$ cat src/rtl/pll_reset_sequencer.sv
// PLL reset / lock sequencer.
//
// Holds the PLL in reset for a fixed pulse, waits (with timeout and bounded
// retries) for the PLL to report lock, requires lock to be stable for a
// number of cycles, then holds the core in reset a little longer before
// releasing it. Any loss of lock after release restarts the whole sequence
// and is counted.
//
// Ports:
//   refclk        in   free-running reference clock, all logic on rising edge
//   reset         in   synchronous active-high block reset
//   extlock       in   PLL lock indication, asynchronous to refclk
//   pll_reset     out  high = PLL held in reset
//   sys_reset     out  active-high reset for the core clock domain
//   locked        out  high only while running
//   fail          out  high only after exhausting lock retries (terminal)
//   relock_count  out  lock losses seen while running, saturating at 255

module pll_reset_sequencer #(
    parameter int unsigned PLL_RST_CYCLES = 16,
    parameter int unsigned LOCK_TIMEOUT   = 24000,
    parameter int unsigned LOCK_STABLE    = 256,
    parameter int unsigned SYS_RST_HOLD   = 64,
    parameter int unsigned MAX_RETRY      = 3
) (
    input  logic       refclk,
    input  logic       reset,
    input  logic       extlock,
    output logic       pll_reset,
    output logic       sys_reset,
    output logic       locked,
    output logic       fail,
    output logic [7:0] relock_count
);

    localparam int unsigned MAX_AB  = (PLL_RST_CYCLES > LOCK_TIMEOUT) ? PLL_RST_CYCLES
                                                                      : LOCK_TIMEOUT;
    localparam int unsigned MAX_CD  = (LOCK_STABLE > SYS_RST_HOLD) ? LOCK_STABLE : SYS_RST_HOLD;
    localparam int unsigned CNT_MAX = (MAX_AB > MAX_CD) ? MAX_AB : MAX_CD;
    localparam int unsigned CNT_W   = $clog2(CNT_MAX + 1);
    localparam int unsigned RETRY_W = $clog2(MAX_RETRY + 1);

    typedef enum logic [2:0] {
        StPllRst,
        StWaitLock,
        StStable,
        StHold,
        StRun,
        StFail
    } state_e;

    state_e             state_q, state_d;
    logic [CNT_W-1:0]   cnt_q, cnt_d;
    logic [RETRY_W-1:0] retry_q, retry_d;
    logic [7:0]         relock_q, relock_d;
    logic               lock_meta_q, lock_s_q;
    logic               pll_reset_d, sys_reset_d, locked_d, fail_d;

    // State register, counters, synchronizer and registered outputs.
    always_ff @(posedge refclk) begin
        if (reset) begin
            state_q     <= StPllRst;
            cnt_q       <= '0;
            retry_q     <= '0;
            relock_q    <= '0;
            lock_meta_q <= 1'b0;
            lock_s_q    <= 1'b0;
            pll_reset   <= 1'b1;
            sys_reset   <= 1'b1;
            locked      <= 1'b0;
            fail        <= 1'b0;
        end else begin
            state_q     <= state_d;
            cnt_q       <= cnt_d;
            retry_q     <= retry_d;
            relock_q    <= relock_d;
            lock_meta_q <= extlock;
            lock_s_q    <= lock_meta_q;
            pll_reset   <= pll_reset_d;
            sys_reset   <= sys_reset_d;
            locked      <= locked_d;
            fail        <= fail_d;
        end
    end

    assign relock_count = relock_q;

    // Next-state logic. The counter holds cycles already spent in the
    // current state, so a state lasting N cycles leaves when it reads N-1.
    always_comb begin
        state_d  = state_q;
        cnt_d    = cnt_q;
        retry_d  = retry_q;
        relock_d = relock_q;
        unique case (state_q)
            StPllRst: begin
                if (cnt_q == CNT_W'(PLL_RST_CYCLES - 1)) begin
                    state_d = StWaitLock;
                end else begin
                    cnt_d = cnt_q + CNT_W'(1);
                end
            end
            StWaitLock: begin
                if (lock_s_q) begin
                    state_d = StStable;
                end else if (cnt_q == CNT_W'(LOCK_TIMEOUT - 1)) begin
                    retry_d = retry_q + RETRY_W'(1);
                    state_d = (retry_d == RETRY_W'(MAX_RETRY)) ? StFail : StPllRst;
                end else begin
                    cnt_d = cnt_q + CNT_W'(1);
                end
            end
            StStable: begin
                // A glitch only restarts the lock wait; the PLL is not reset.
                if (!lock_s_q) begin
                    state_d = StWaitLock;
                end else if (cnt_q == CNT_W'(LOCK_STABLE - 1)) begin
                    state_d = StHold;
                end else begin
                    cnt_d = cnt_q + CNT_W'(1);
                end
            end
            StHold: begin
                if (!lock_s_q) begin
                    state_d = StPllRst;
                end else if (cnt_q == CNT_W'(SYS_RST_HOLD - 1)) begin
                    state_d = StRun;
                    retry_d = '0;
                end else begin
                    cnt_d = cnt_q + CNT_W'(1);
                end
            end
            StRun: begin
                if (!lock_s_q) begin
                    state_d  = StPllRst;
                    relock_d = (relock_q == 8'hff) ? relock_q : relock_q + 8'd1;
                end
            end
            StFail: begin
                state_d = StFail;
            end
            default: begin
                state_d = StPllRst;
            end
        endcase
        if (state_d != state_q) begin
            cnt_d = '0;
        end
    end

    // Outputs decoded from the next state so they change on the transition edge.
    always_comb begin
        pll_reset_d = (state_d == StPllRst);
        sys_reset_d = (state_d != StRun);
        locked_d    = (state_d == StRun);
        fail_d      = (state_d == StFail);
    end

endmodule

$ cat config.mk
export PLATFORM = sky130hd
export DESIGN_NAME = pll_reset_sequencer
export DESIGN_NICKNAME = d
export VERILOG_FILES = /design/src/rtl/pll_reset_sequencer.sv
export SDC_FILE = /design/constraint.sdc
export NUM_CORES = 1
export LEC_CHECK = 0
export ABC_AREA = 1
export BUFFER_PORTS_ARGS = -buffer_cell sky130_fd_sc_hd__buf_4
export CAP_MARGIN = 10
export CORE_MARGIN = 2
export CORE_UTILIZATION = 55
export DETAILED_ROUTE_END_ITERATION = 16
export PLACE_DENSITY_LB_ADDON = 0.05
export SETUP_SLACK_MARGIN = 0.15
export SYNTH_ARGS = -nofsm -noshare
export SYNTH_HDL_FRONTEND = slang
export SYNTH_SLANG_ARGS = --single-unit
$ cat constraint.sdc
create_clock -name refclk -period 2.4 [get_ports refclk]
set_input_delay 0.24 -clock refclk [delete_from_list [all_inputs] [get_ports refclk]]
set_output_delay 0.24 -clock refclk [all_outputs]
set_load 0.05 [all_outputs]
* Yosys cells after proc, flatten, opt, wreduce, memory -nomap -nowiden
Cells that the tools add are included.
** Word-level totals
- Output and inout port bits :: 12
- Word-level logic and storage cells :: 70
- Register bits :: 34
- Bits of input ports :: 3
** Cells by class
- Muxes and demuxes :: 23
- Bitwise operators :: 2
- Reduce and logical (&&, ||, !) cells :: 8
- $add $sub $neg :: 3
- Eq/ne operators :: 24
** Operator list (count)
- 15-bit 2-to-1 mux :: 7
- 15-bit one-hot mux with 4 select lines :: 1
- 3-bit 2-to-1 mux :: 9
- 2-bit inequality test (second input constant) :: 9
- 3-bit one-hot mux with 6 select lines :: 1
- 15-bit by 1-bit adder with 15-bit output (second input constant) :: 1
- 15-bit equality test (second input constant) :: 1
- 15-bit by 4-bit equality test with 1-bit output (second input constant) :: 1
- 15-bit by 6-bit equality test with 1-bit output (second input constant) :: 1
- 15-bit by 8-bit equality test with 1-bit output (second input constant) :: 1
- 3-bit equality test (second input constant) :: 4
- 8-bit by 1-bit adder with 8-bit output (second input constant) :: 1
- 8-bit equality test (second input constant) :: 1
- 2-bit 2-to-1 mux :: 4
- 8-bit AND reduction :: 1
- 3-bit by 2-bit equality test with 1-bit output (second input constant) :: 2
- 3-bit logical NOT :: 2
- 5-bit AND reduction :: 1
- 2-bit one-hot mux with 2 select lines :: 1
- 4-bit nonzero test :: 1
- 3-bit by 1-bit equality test with 1-bit output (second input constant) :: 1
- 3-bit inequality test :: 1
- 3-bit inequality test (second input constant) :: 1
- 3-bit AND reduction :: 1
- 5 further kinds :: 6

* Depth between registers and ports, before layout
- Depth after elaboration :: 8
- Depth in mapped cells :: 15
- Mapped depth without buffers :: 14

* Least setup slack after synthesis
Ideal clock, no wire load.
- Path kind :: flip-flop to flip-flop
- Start :: reg relock_q[0] (netlist: relock_count[0])
- End :: reg relock_q[5] (netlist: relock_count[5])
- Buffers on the path :: 0
- Library setup time :: 0.078 ns
- Cell stages (with the launch flop) :: 10
- Clock period less this slack :: 1.968 ns
- Data arrival time :: 1.890 ns
- Data required time :: 2.322 ns
- Setup slack :: 0.432 ns
- Path through :: dfxtp_1 ha_1 inv_1 nor4_1 nand2_1 nand2_1 inv_1 nand2_1 nor3_1 nor3_1
** Between the ends
- Cells in the longest elaborated chain, start to end :: 3
- Elaborated cells between the ends (all ways) :: 4
- Classes of those cells :: 1 x add/sub; 1 x eq/ne; 1 x bitwise; 1 x reduce/logical
** Ends and longest elaborated chain
- start: declaration :: RTL line 55 : logic [7:0] relock_q, relock_d;
- start signal: assignment :: RTL line 76 : relock_q <= relock_d;
- branches (longest 3 deep; another with 8-bit by 1-bit adder with 8-bit output)
Parallel ways; which one is timed is not known.
A chain may end at the register's enable or synchronous reset.

* Final worst setup path
- Start :: reg cnt_q[0]
- End :: reg cnt_q[0]
** Between the ends
- Cells in the longest elaborated chain, start to end :: 6
- Elaborated cells between the ends (all ways) :: 28
- Classes of those cells :: 1 x add/sub; 9 x eq/ne; 16 x mux; 2 x reduce/logical
** Ends and longest elaborated chain
- start: declaration :: RTL line 53 : logic [CNT_W-1:0] cnt_q, cnt_d;
- start signal: assignment :: RTL line 74 : cnt_q <= cnt_d;
- branches (longest 6 deep; another with 15-bit by 1-bit adder with 15-bit output)
Parallel ways; which one is timed is not known. The select of a mux whose other input is x is not followed.

==> impl_metrics.json <==
{
  "relSlewSlack_pct": 68.35,
  "reg2reg_from": "cnt_q[0]$_SDFFE_PP0P_",
  "rr_endpoint": "cnt_q[0]$_SDFFE_PP0P_",
  "synthTopCellsByCount": "nand2_1, inv_1, nor2_1",
  "syn_avg_cell_area_um2": 6.736,
  "p_leak_nw": 0.9045,
  "netlist_instances": 297,
  "clkLatencyLatePin_ns": 0.34,
  "dieWidth_um": 64.31,
  "ys_types": 29,
  "synth_area_mm2": 0.002001,
  "cts.sinks": 34,
  "htreeDepth": 2,
  "synthMostInstantiatedCell": "nand2_1",
  "vias": 1805,
  "startpoint_type": "flop",
  "final_area_mm2": 0.002227,
  "min_path_cells": 3,
  "ys_seq_elements": 34,
  "drv_slew": 0,
  "met1_usage_pct": 30.67,
  "synth_edf_count": 0,
  "grt_util_met2_pct": 32.94,
  "syn-num-nets": 303,
  "antenna_found_initial": 0,
  "rsz0062_at_grt": "false",
  "root_buffer": "clkbuf_4",
  "die_area_mm2": 0.004136,
  "cts_made_buffers": 5,
  "seq_power_share_pct": 60.8,
  "tritoncts": "done",
  "grt_pass1_vias": 1664,
  "timing.final.crit_share_pct": 84.41,
  "min_from": "extlock",
  "cts_buffer_depth": 2,
  "final_nets": 322,
  "reg2regPathDepth": 13,
  "first_pass_iters": 4,
  "fin_crit_ns": 2.026,
  "ys.flop_type": "dfxtp_1",
  "power_density_mw_per_mm2": 425.4,
  "p_comb_share_pct": 3.4,
  "critPathMaxFanout": 15,
  "yosys.area.top_type_share_pct": 34.02,
  "drv_cap": 0,
  "finish.utilization_pct": 65.20,
  "path_class": "reg -> reg",
  "outcome": "completed",
  "async_flop_share_pct": 0,
  "antenna_cells": 0,
  "routabilityCongestion": 0.8793,
  "dpl-instance-area_mm2": 0.002161,
  "synthToLayoutAreaGrowth_pct": 11.32,
  "r2r_slack_ns": 0.37,
  "ys_warn_count": 0,
  "met3_usage_pct": 4.930,
  "setup-tns-final_ns": 0,
  "intPower_mw": 0.7219,
  "boundaryPins": 15,
  "grt-busiest-layer": "met2",
  "io_buffers": 14,
  "drtAntennaViolNets": 0,
  "synth_top_cell_by_area": "dfxtp_1",
  "die_h_um": 64.31,
  "worst-slew-pin-transition_ns": 0.4705,
  "route.detailed.drc": 0,
  "std_cell_rows": 21,
  "synth-seq-area-share_pct": 34.02,
  "cp.required_ns": 2.63,
  "critical_path_arrival_ns": 2.26,
  "cts_post_setup_buffers_inserted": 0,
  "ys_top_cells_by_area": "dfxtp_1, nand2_1, inv_1, nor2_1, nand3_1",
  "clkPwrFrac_pct": 35.8,
  "post_drt_wl_per_cell_um": 10.70,
  "critPathCaptureType": "flop",
  "holdPathEnd": "lock_meta_q$_SDFF_PP0_",
  "hold_violations": 0,
  "layout-drive-gt1-share_pct": 18.93,
  "setup_viol": 0,
  "grt_overflow": 0,
  "hold_path.class": "in -> reg",
  "hpwl_mm": 2.995,
  "skew_ns": 0.004137,
  "core_mm2": 0.003416,
  "max_freq_ghz": 0.4936,
  "finalWirelength_mm": 3.884,
  "grt_usage_pct": 21.95,
  "worst_ir_drop_vdd_mv": 0.3547,
  "switchingPower_mw": 0.2256,
  "via_per_inst": 4.972,
  "nFillCells": 325,
  "grt_max_degree": 21,
  "clk_pin_slew_ns": 0.10,
  "grt_pass1_wl_mm": 7.176,
  "start_util_pct": 58.57,
  "drt_first_iter_violations": 85,
  "netSwitchingFraction_pct": 23.81
}
worst max path at each step:
stage / cells past startpoint / slack, ns / from / endpoint
finish: 13 / 0.37 / cnt_q[0]$_SDFFE_PP0P_ / cnt_q[0]$_SDFFE_PP0P_
detailed placement: 13 / 0.34 / cnt_q[0]$_SDFFE_PP0P_ / cnt_q[13]$_SDFFE_PP0P_
floorplan: 9 / 0.43 / relock_count[0]$_SDFFE_PP0P_ / relock_count[5]$_SDFFE_PP0P_
global placement: 13 / 0.40 / cnt_q[0]$_SDFFE_PP0P_ / cnt_q[0]$_SDFFE_PP0P_
CTS: 13 / 0.32 / cnt_q[0]$_SDFFE_PP0P_ / cnt_q[0]$_SDFFE_PP0P_
global route: 14 / 0.16 / cnt_q[0]$_SDFFE_PP0P_ / cnt_q[13]$_SDFFE_PP0P_
metal layers:
metal	up-vias	part of all wire, %
li1	978	-
met1	792	50
met2	27	43
met3	8	4.6
met4	0	1.9
met5	-	0
through the flow:
stage / setup slack (ns) / instances / hold WS (ns) / total power [mW]
2_1_floorplan: 0.4322 / 297 / 0.3470 / 0.6125
6_report: 0.3742 / 363 / 0.09112 / 0.9475
4_1_cts: 0.3246 / 363 / 0.08742 / 0.9589
3_5_place_dp: 0.3424 / 355 / 0.3981 / 0.6213
3_3_place_gp: 0.4008 / 355 / 0.3895 / 0.6210
5_1_grt: 0.1582 / 363 / 0.09105 / 0.9899
timing repair:
| item | in CTS | in global routing |
|---|---|---|
| hold buffers | 0 | 0 |
| gates resized for setup | 0 | 1 |
| hold endpoints to repair | 0 | 0 |
| endpoints found under the setup margin | 0 | 7 |
flip-flops by register name (all words and copies together) (netlist names), 2 cells and up:
| register | flops |
|---|---|
| cnt_q | 15 |
| relock_count | 8 |
| state_q | 3 |
| retry_q | 2 |
logic make-up (layout without fill, tap and decap cells):
| group | after synthesis | after routing | share of synthesized area [%] |
|---|---|---|---|
| AO/OA/AOI/OAI | 29 | 29 | 7.692 |
| adder cells (fa/ha/maj) | 3 | 3 | 1.876 |
| XOR/XNOR | 12 | 12 | 5.253 |
| buffers and inverters | 52 | 72 | 10.57 |
| flip-flops | 34 | 34 | 34.02 |
| AND/OR/NAND/NOR | 167 | 167 | 40.59 |
placed cells by master (no fill, tap or decap):
master      Yosys  routed
ha_2            0       1
inv_1          44      44
nand2_2         8       8
buf_4           2      15
a21oi_1        16      16
nor4_1          3       3
nor3_4          1       1
ha_1            3       2
or2_0           1       1
buf_12          0       1
xor2_1         11      11
nand2_1        54      54
clkinvlp_4      0       1
clkbuf_4        0       5
nand3_2         2       2
nand3b_1        1       1
o211ai_1        1       1
dfxtp_1        34      34
nor2_4          3       3
nand4_1         3       3
inv_2           3       3
nor2_2         15      15
clkbuf_8        0       1
a31o_2          1       1
xnor2_1         1       1
clkinv_2        1       2
nor2_1         39      39
o21ai_0         9       9
a31oi_1         2       2
nor3_1         11      11
nand3_1        25      25
nand3_4         1       1
power groups by stage:
stage,clock network [mW],logic [mW],registers (mW)
floorplan,0,0.0251,0.587
CTS,0.350,0.0326,0.576
global route,0.374,0.0385,0.577
global placement,0,0.0326,0.588
detailed placement,0,0.0324,0.589
finish,0.339,0.0326,0.576
critical path: stages, from the launching register on:
cell and delay [ns]:
dfxtp_1 0.43, ha_2 0.27, nand3_4 0.12, nor2_2 0.18, nand3_1 0.11, nand2_2 0.15, nor2_4 0.06, nand2_2 0.08
nand2_1 0.05, nand2_1 0.06, nor2_2 0.04, nand3_2 0.05, buf_4 0.26, nor2_1 0.07
final cells by class:
type / count / area (um^2) / area share [%]
Clock buffer: 6 / 51.30 / 2.303
Tap cell: 46 / 57.56 / 2.584
Timing Repair Buffer: 16 / 132.6 / 5.955
Clock inverter: 2 / 12.51 / 0.5618
Inverter: 48 / 181.4 / 8.146
Sequential cell: 34 / 680.7 / 30.56
Multi-Input combinational cell: 211 / 1111 / 49.89
(Power assumes the default switching activity.)
